[src/rtl/fft_bf_scheduler.sv]
// fft_bf_scheduler: sequences one shared radix-2 DIT butterfly over an in-place N-point FFT.
// Optional macro FFT_SCHED_HOLD_EN adds a hold input that stalls issue in ISSUE.
module fft_bf_scheduler #(
  parameter int LOG2N = 8,
  parameter int RD_LAT = 1,
  parameter int BF_LAT = 1
) (
  input  logic             clk,
  input  logic             reset,
  input  logic             start,
`ifdef FFT_SCHED_HOLD_EN
  input  logic             hold,
`endif
  output logic             busy,
  output logic             done,
  output logic [LOG2N-1:0] stage,
  output logic             rd_en,
  output logic [LOG2N-1:0] rd_addr_a,
  output logic [LOG2N-1:0] rd_addr_b,
  output logic [LOG2N-2:0] tw_addr,
  output logic             bf_valid,
  output logic             wr_en,
  output logic [LOG2N-1:0] wr_addr_a,
  output logic [LOG2N-1:0] wr_addr_b
);
  localparam int DL = RD_LAT + BF_LAT;
  localparam int CW = $clog2(DL + 2);
  localparam logic [LOG2N-1:0] LAST = LOG2N'(LOG2N - 1);
  typedef enum logic [1:0] {IDLE, ISSUE, DRAIN, DONE} state_t;
  state_t state;
  logic [LOG2N-2:0] k, go_k;
  logic [LOG2N-1:0] go_s, go_a, half, j;
  logic [CW-1:0] dcnt;
  logic go, hold_i;
  logic [2*LOG2N:0] pipe [DL];

`ifdef FFT_SCHED_HOLD_EN
  assign hold_i = hold;
`else
  assign hold_i = 1'b0;
`endif

  // go: a butterfly is issued at this edge; k holds the next butterfly to issue
  always_comb begin
    go = (state == IDLE && start) || (state == ISSUE && !hold_i) ||
         (state == DRAIN && dcnt == CW'(DL) && stage != LAST);
    go_k = state == ISSUE ? k : '0;
    go_s = state == DRAIN ? stage + 1'b1 : state == ISSUE ? stage : '0;
    half = LOG2N'(1) << go_s;
    j = LOG2N'(go_k) & (half - 1'b1);
    go_a = ((LOG2N'(go_k) >> go_s) << (go_s + 1'b1)) | j;
  end

  always_ff @(posedge clk or posedge reset)
    if (reset) begin
      state <= IDLE;
      k <= '0;
      stage <= '0;
      dcnt <= '0;
      busy <= 1'b0;
      done <= 1'b0;
      rd_en <= 1'b0;
      rd_addr_a <= '0;
      rd_addr_b <= '0;
      tw_addr <= '0;
    end else begin
      rd_en <= go;
      done <= 1'b0;
      if (go) begin
        state <= &go_k ? DRAIN : ISSUE;
        k <= go_k + 1'b1;
        stage <= go_s;
        dcnt <= '0;
        busy <= 1'b1;
        rd_addr_a <= go_a;
        rd_addr_b <= go_a + half;
        tw_addr <= j[LOG2N-2:0] << (LAST - go_s);
      end else if (state == DRAIN) begin
        if (dcnt == CW'(DL)) begin
          state <= DONE;
          busy <= 1'b0;
          done <= 1'b1;
        end else dcnt <= dcnt + 1'b1;
      end else if (state == DONE) state <= IDLE;
    end

  // write-back shadow of the read stream; shifts in every state so DRAIN flushes it
  always_ff @(posedge clk or posedge reset)
    if (reset) for (int i = 0; i < DL; i++) pipe[i] <= '0;
    else begin
      pipe[0] <= {rd_en, rd_addr_a, rd_addr_b};
      for (int i = 1; i < DL; i++) pipe[i] <= pipe[i-1];
    end

  assign bf_valid = pipe[RD_LAT-1][2*LOG2N];
  assign {wr_en, wr_addr_a, wr_addr_b} = pipe[DL-1];
endmodule
[config.mk]
export PLATFORM = sky130hd
export DESIGN_NAME = fft_bf_scheduler
export DESIGN_NICKNAME = d
export VERILOG_FILES = /design/src/rtl/fft_bf_scheduler.sv
export SDC_FILE = /design/constraint.sdc
export NUM_CORES = 1
export LEC_CHECK = 0
export CORE_MARGIN = 2
export CORE_UTILIZATION = 56
export CTS_CLUSTER_SIZE = 40
export DETAILED_ROUTE_END_ITERATION = 7
export PLACE_DENSITY = 0.9
export SYNTH_ARGS = -nofsm -noshare
export SYNTH_HDL_FRONTEND = slang
export SYNTH_SLANG_ARGS = --single-unit
[constraint.sdc]
create_clock -name clk -period 6.4 [get_ports clk]
set_input_delay 0.64 -clock clk [delete_from_list [all_inputs] [get_ports clk]]
set_output_delay 0.64 -clock clk [all_outputs]
set_load 0.01 [all_outputs]
==> impl_metrics.toml, run 1 <==
[timing]
fin_worst_skew_ns = 0.009047
holdWs_ns = 0.3512
period_minus_slack_ns = 5.590
max-slew-margin-rel_pct = 26.36
finalHoldViolations = 0
tightestPinTransition_ns = 1.095
finalSetupTns_ns = 0
final_max_slew_viol_count = 0
rsz0062_at_grt = "no"
period_share_pct = 87.34
setup_violations = 0
fmax_ghz = 0.1789

[worst_setup_path]
cp_slowest_cell = "o32ai_1"
path_max_fanout = 15
cp-start-kind = "flop"
critPathKind = "flop to flop"
cp_num_buf_inv = 3
crit_path_max_incr_delay_ns = 0.63
cp_top_family = "compound AO/OA/AOI/OAI gates"
end_kind = "flop"
crit_arrival_ns = 5.86
worst_ep_required_time_ns = 6.67
worstPathCellList = "ha_1, and3b_1, nor2_1, inv_1, ha_1, inv_1, xnor2_1, inv_1, or2_2, o32ai_1, ha_1, a21o_1, a21oi_1, o21bai_1, a21oi_1, o21ai_0, xnor2_1, or4_1, o211ai_2"

[clock_tree]
htreeDepth = 3
numCtsBuffers = 9
clockBufferDepth = 2
cts_hold_buf = 0
cts_root_buffer = "clkbuf_8"
cts_tree = "done"
clock_latency_ns = 0.35
clock_sinks = 79
cts_resized = 0
clkTransAtPathRegs_ns = 0.09
postCtsSetupBuffers = 0

[placed_design]
placed_area_um2 = 5074
post-dp-hpwl_mm = 8.578
gp_congestion = 0.9472
io_buffers = 54

[synthesis]
syn_avg_cell_area_um2 = 9.189
synthDistinctLibCells = 72
ys_seq_area_share_pct = 42.52
ys_ff_latch = 79
synthCells = 506
syn-num-nets = 524
synth.area.mux_share_pct = 2.557
synth_warnings = 0
async_flop_share_pct = 100.0
yosys.area_share.simple_pct = 20.51
syn_area_um2 = 4649
synth_edf_count = 0
synth_top_family_by_area = "simple AND/OR/NAND/NOR gates"
synth_compound_area_share_pct = 19.27
synthFlopType = "dfrtp_1"
synth-xor-area-share_pct = 2.449
synth_fa_ha_area_share_pct = 4.198

[final_layout]
fin_area_um2 = 5284
final_util_pct = 64.96
final_cell_mix = "79 x dfrtp_1, 64 x nand2_1, 54 x clkdlybuf4s50_1, 40 x nor2_1, 27 x o21ai_0"
antenna_cells = 0
fillCellCount = 671
final_common_cell = "dfrtp_1"
nNetsFinal = 544
areaGrowthSynthToFinish_pct = 13.64
drive_gt1_share_pct = 8.663

[global_route]
antenna_found_initial = 0
grt_pass1_vias = 3790
grt_max_degree = 54
grt_pass1_wl_mm = 19.79
grt_remaining_overflow = 0
track_usage_pct = 28.46

[floorplan]
core_area_um2 = 8134
row_count = 33
start_util_pct = 57.16
die-area_um2 = 9048
dieHeight_um = 95.12
die_w_um = 95.12
io_pins = 55

[detailed_routing]
ant_nets = 0
vias = 3983
vias_per_cell = 6.263
drt_first_pass_iters = 7
drt_iter0_drc = 337
drc = 0
wl_per_cell_um = 19.16
drt-total-wl_mm = 12.19

[power_and_ir_drop]
powerDensity_nw_per_um2 = 379.3
leakagePower_nw = 2.297
peakVddDrop_uv = 218.8
p_total_mw = 2.004

[min_path]
hold_path_class = "flop to flop"

[run_status]
status = "finished clean"

[flow_run]
drv_cap = 0
flip-flops by register name (all words and copies together), names as in the netlist:
| name | flops |
|---|---|
| tw_addr | 7 |
| rd_addr_a | 8 |
| stage | 8 |
| busy | 1 |
| wr_addr_a | 8 |
| rd_en | 1 |
| k | 7 |
| pipe | 16 |
| state | 2 |
| bf_valid | 1 |
| done | 1 |
| wr_addr_b | 8 |
| wr_en | 1 |
| dcnt | 2 |
| rd_addr_b | 8 |
stage by stage:
stage / setup WS (ns) / cells
CTS: 0.8974 / 636
floorplan: 1.543 / 506
global placement: 0.9314 / 620
detailed placement: 0.9164 / 620
global route: 0.5560 / 636
finish: 0.8104 / 636
power by group:
group          total, mW  switching, mW  internal (mW)
logic              0.807          0.426          0.381
clock network      0.397          0.208          0.189
registers          0.800          0.137          0.663
total               2.00          0.771           1.23
kinds of logic (layout without fill, tap and decap cells):
family | count (synthesis) | after routing
fa+ha+maj | 15 | 15
mux | 9 | 9
simple gates | 189 | 189
compound gates | 125 | 125
buf+inv | 76 | 101
xor+xnor | 13 | 13
flops | 79 | 79
synthesized netlist by cell type, types with 3 or more instances:
| master | n | share of area, % |
|---|---|---|
| dfrtp_1 | 79 | 43 |
| nand2_1 | 64 | 5.2 |
| nor2_1 | 40 | 3.2 |
| o21ai_0 | 27 | 2.9 |
| a21oi_1 | 22 | 2.4 |
| buf_4 | 21 | 3.4 |
| inv_1 | 21 | 1.7 |
| clkbuf_1 | 19 | 1.5 |
| nand3_1 | 16 | 1.7 |
| nor3_1 | 16 | 1.7 |
| ha_1 | 14 | 3.8 |
| o31ai_1 | 11 | 1.8 |
| a21o_1 | 8 | 1.3 |
| xnor2_1 | 8 | 1.5 |
| and2_1 | 6 | 0.81 |
| buf_2 | 6 | 0.65 |
| nor4_1 | 6 | 0.81 |
| a22o_1 | 5 | 0.94 |
| o22ai_1 | 5 | 0.67 |
| xor2_1 | 5 | 0.94 |
| a32oi_1 | 4 | 0.75 |
| mux2i_1 | 4 | 0.86 |
| nand2b_1 | 4 | 0.54 |
| nand3b_1 | 4 | 0.65 |
| nand4_1 | 4 | 0.54 |
| nor2b_1 | 4 | 0.54 |
| a211oi_1 | 3 | 0.48 |
| and3b_1 | 3 | 0.57 |
| buf_1 | 3 | 0.24 |
| buf_6 | 3 | 0.73 |
| mux2_2 | 3 | 0.73 |
| nor3b_1 | 3 | 0.48 |
| o211ai_1 | 3 | 0.48 |
| o211ai_2 | 3 | 0.81 |
| o21a_1 | 3 | 0.48 |
| o32ai_1 | 3 | 0.57 |
| or4_1 | 3 | 0.48 |
final cells by class:
class | instances | area (um^2) | area share, %
clock inverter | 7 | 86.33 | 1.634
clock buffer | 9 | 123.9 | 2.344
inverter | 23 | 87.58 | 1.658
timing repair buffer | 62 | 600.6 | 11.37
tap | 105 | 131.4 | 2.486
multi-input combinational | 351 | 2277 | 43.10
sequential | 79 | 1977 | 37.41
per-layer routing:
metal / GRT usage, % / up-vias / part of all wire, %
li1: - / 1834 / -
met1: 38.86 / 1940 / 44
met2: 44.37 / 176 / 48
met3: 4.980 / 33 / 6.5
met4: 12.32 / 0 / 2.3
met5: 1.786 / - / 0
final timing paths:
kind                       cells past startpoint     start  slack (ns)      endpoint
max                                           19  stage[1]        0.81  rd_addr_b[7]
min                                            0  pipe[25]        0.35  wr_addr_a[0]
max reg2reg                                   19  stage[1]        0.81  rd_addr_b[7]
min reg2reg                                    0  pipe[25]        0.35  wr_addr_a[0]
max in group asynchronous                      3     reset        4.79  wr_addr_a[2]
min in group asynchronous                      2     reset        0.61         wr_en
Note: power is estimated with default switching activity, not from simulation.
==> inputs of run 2 (changes only) <==
- PLACE_DENSITY: 0.9 -> 0.8
==> impl_metrics.toml, run 2 (synthesized netlist as in run 1, its figures left out) <==
[worst_setup_path]
reg2reg_to = "rd_addr_b[7]"
r2r_slack_ns = 0.76
path_max_fanout = 26
critPathKind = "flop to flop"
crit_arrival_ns = 5.92
end_kind = "flop"
worst_ep_required_time_ns = 6.68
r2r_cells = 19
cp-start-kind = "flop"
r2r-start = "state[1]"

[min_path]
min_from = "pipe[26]"
hold_end = "wr_addr_a[1]"
min_path_cells = 0
hold_path_class = "flop to flop"

[power_and_ir_drop]
peakVddDrop_uv = 182.2
leakagePower_nw = 2.282
p_total_mw = 1.960
powerDensity_nw_per_um2 = 372.4

[floorplan]
die_w_um = 95.12
core_area_um2 = 8134
io_pins = 55
dieHeight_um = 95.12
die-area_um2 = 9048
row_count = 33
start_util_pct = 57.16

[global_route]
track_usage_pct = 27.77
grt_pass1_wl_mm = 19.20
grt_max_degree = 80
grt_remaining_overflow = 0
antenna_found_initial = 0
grt_pass1_vias = 3701

[placed_design]
dp.cells = 620
gp_congestion = 0.9482
post-dp-hpwl_mm = 8.281
io_buffers = 54

[timing]
holdWs_ns = 0.3529
period_share_pct = 88.19
max-slew-margin-rel_pct = 35.22
fin_worst_skew_ns = 0.01562
setup_violations = 0
period_minus_slack_ns = 5.644
finalSetupTns_ns = 0
final_max_slew_viol_count = 0
tightestPinTransition_ns = 0.9716
finalHoldViolations = 0
fmax_ghz = 0.1772
rsz0062_at_grt = "no"

[clock_tree]
clockBufferDepth = 2
cts_root_buffer = "clkbuf_8"
clock_latency_ns = 0.36
postCtsSetupBuffers = 0
cts_hold_buf = 0
cts_resized = 0
clock_sinks = 79
cts_tree = "done"
htreeDepth = 3
numCtsBuffers = 9
clkTransAtPathRegs_ns = 0.09

[final_layout]
drive_gt1_share_pct = 8.663
final_cell_mix = "79 x dfrtp_1, 64 x nand2_1, 54 x clkdlybuf4s50_1, 40 x nor2_1, 27 x o21ai_0"
regMostFlops = "pipe"
final_common_cell = "dfrtp_1"
antenna_cells = 0
areaGrowthSynthToFinish_pct = 13.21
final_util_pct = 64.71
finalNonFillerCells = 636
nNetsFinal = 544
largest_reg_flops = 16
fillCellCount = 687

[detailed_routing]
drt-total-wl_mm = 11.91
wl_per_cell_um = 18.72
vias_per_cell = 6.075
vias = 3864
ant_nets = 0
drt_iter0_drc = 292
drc = 0
drt_first_pass_iters = 5

[run_status]
status = "finished clean"

[flow_run]
drv_cap = 0
-- run 2: cell count changes in the layout (fill, tap and decap cells not counted), sizes merged --
cell / delta
bufinv: -1
clkinv: +1
clkinvlp: +1
inv: -1
-- run 2: final cells by class --
cell class / count / area, um^2 / share of cell area (%)
repair buffers: 62 / 600.6 / 11.41
clock buffers: 9 / 123.9 / 2.353
multi-input cells: 351 / 2277 / 43.26
inverters: 23 / 87.58 / 1.664
clock inverters: 7 / 66.31 / 1.260
well taps: 105 / 131.4 / 2.496
flip-flops and latches: 79 / 1977 / 37.56
-- run 2: worst max path at each step --
stage,from,endpoint,slack (ns),cells after the start
floorplan,stage[0],rd_addr_b[7],1.54,21
global placement,stage[1],rd_addr_b[7],0.97,19
detailed placement,stage[1],rd_addr_b[7],0.93,19
CTS,stage[1],rd_addr_b[7],0.89,19
global route,state[1],rd_addr_b[7],0.42,19
finish,state[1],rd_addr_b[7],0.76,19
-- run 2: per-layer routing --
layer	share of wire, %	vias up	track usage [%]	wire (um)
met4	2.7	0	10.87	326
met1	45	1837	38.28	5400
met2	45	154	43.13	5365
met3	6.8	33	5.534	815
met5	0	-	0	0
li1	-	1840	-	-
-- run 2: through the flow --
| step | setup slack (ns) | instance area, um^2 |
|---|---|---|
| floorplan | 1.543 | 4649 |
| global placement | 0.9733 | 5074 |
| detailed placement | 0.9337 | 5074 |
| CTS | 0.8850 | 5264 |
| global route | 0.4247 | 5264 |
| finish | 0.7561 | 5264 |
-- run 2: critical path, stage by stage (launching register included) --
cell	delay, ns
dfrtp_1	0.81
nand2b_1	0.37
o21a_1	0.26
buf_4	0.20
clkinv_1	0.08
ha_1	0.20
inv_1	0.10
xnor2_1	0.35
inv_1	0.10
or2_2	0.36
o32ai_1	0.74
ha_1	0.37
a21o_1	0.15
a21oi_1	0.23
o21bai_1	0.09
a21oi_1	0.22
o21ai_0	0.16
xnor2_1	0.15
or4_1	0.52
o211ai_2	0.08
-- run 2: report_power, final --
part           internal, mW  switching [mW]
Combinational         0.380           0.424
Sequential            0.663           0.135
Clock                 0.149           0.210
==> inputs of run 3 (changes only) <==
- SKIP_LAST_GASP: unset -> 1
==> results of run 3 <==
Final layout, timing and power as in run 2 (identical DEF).
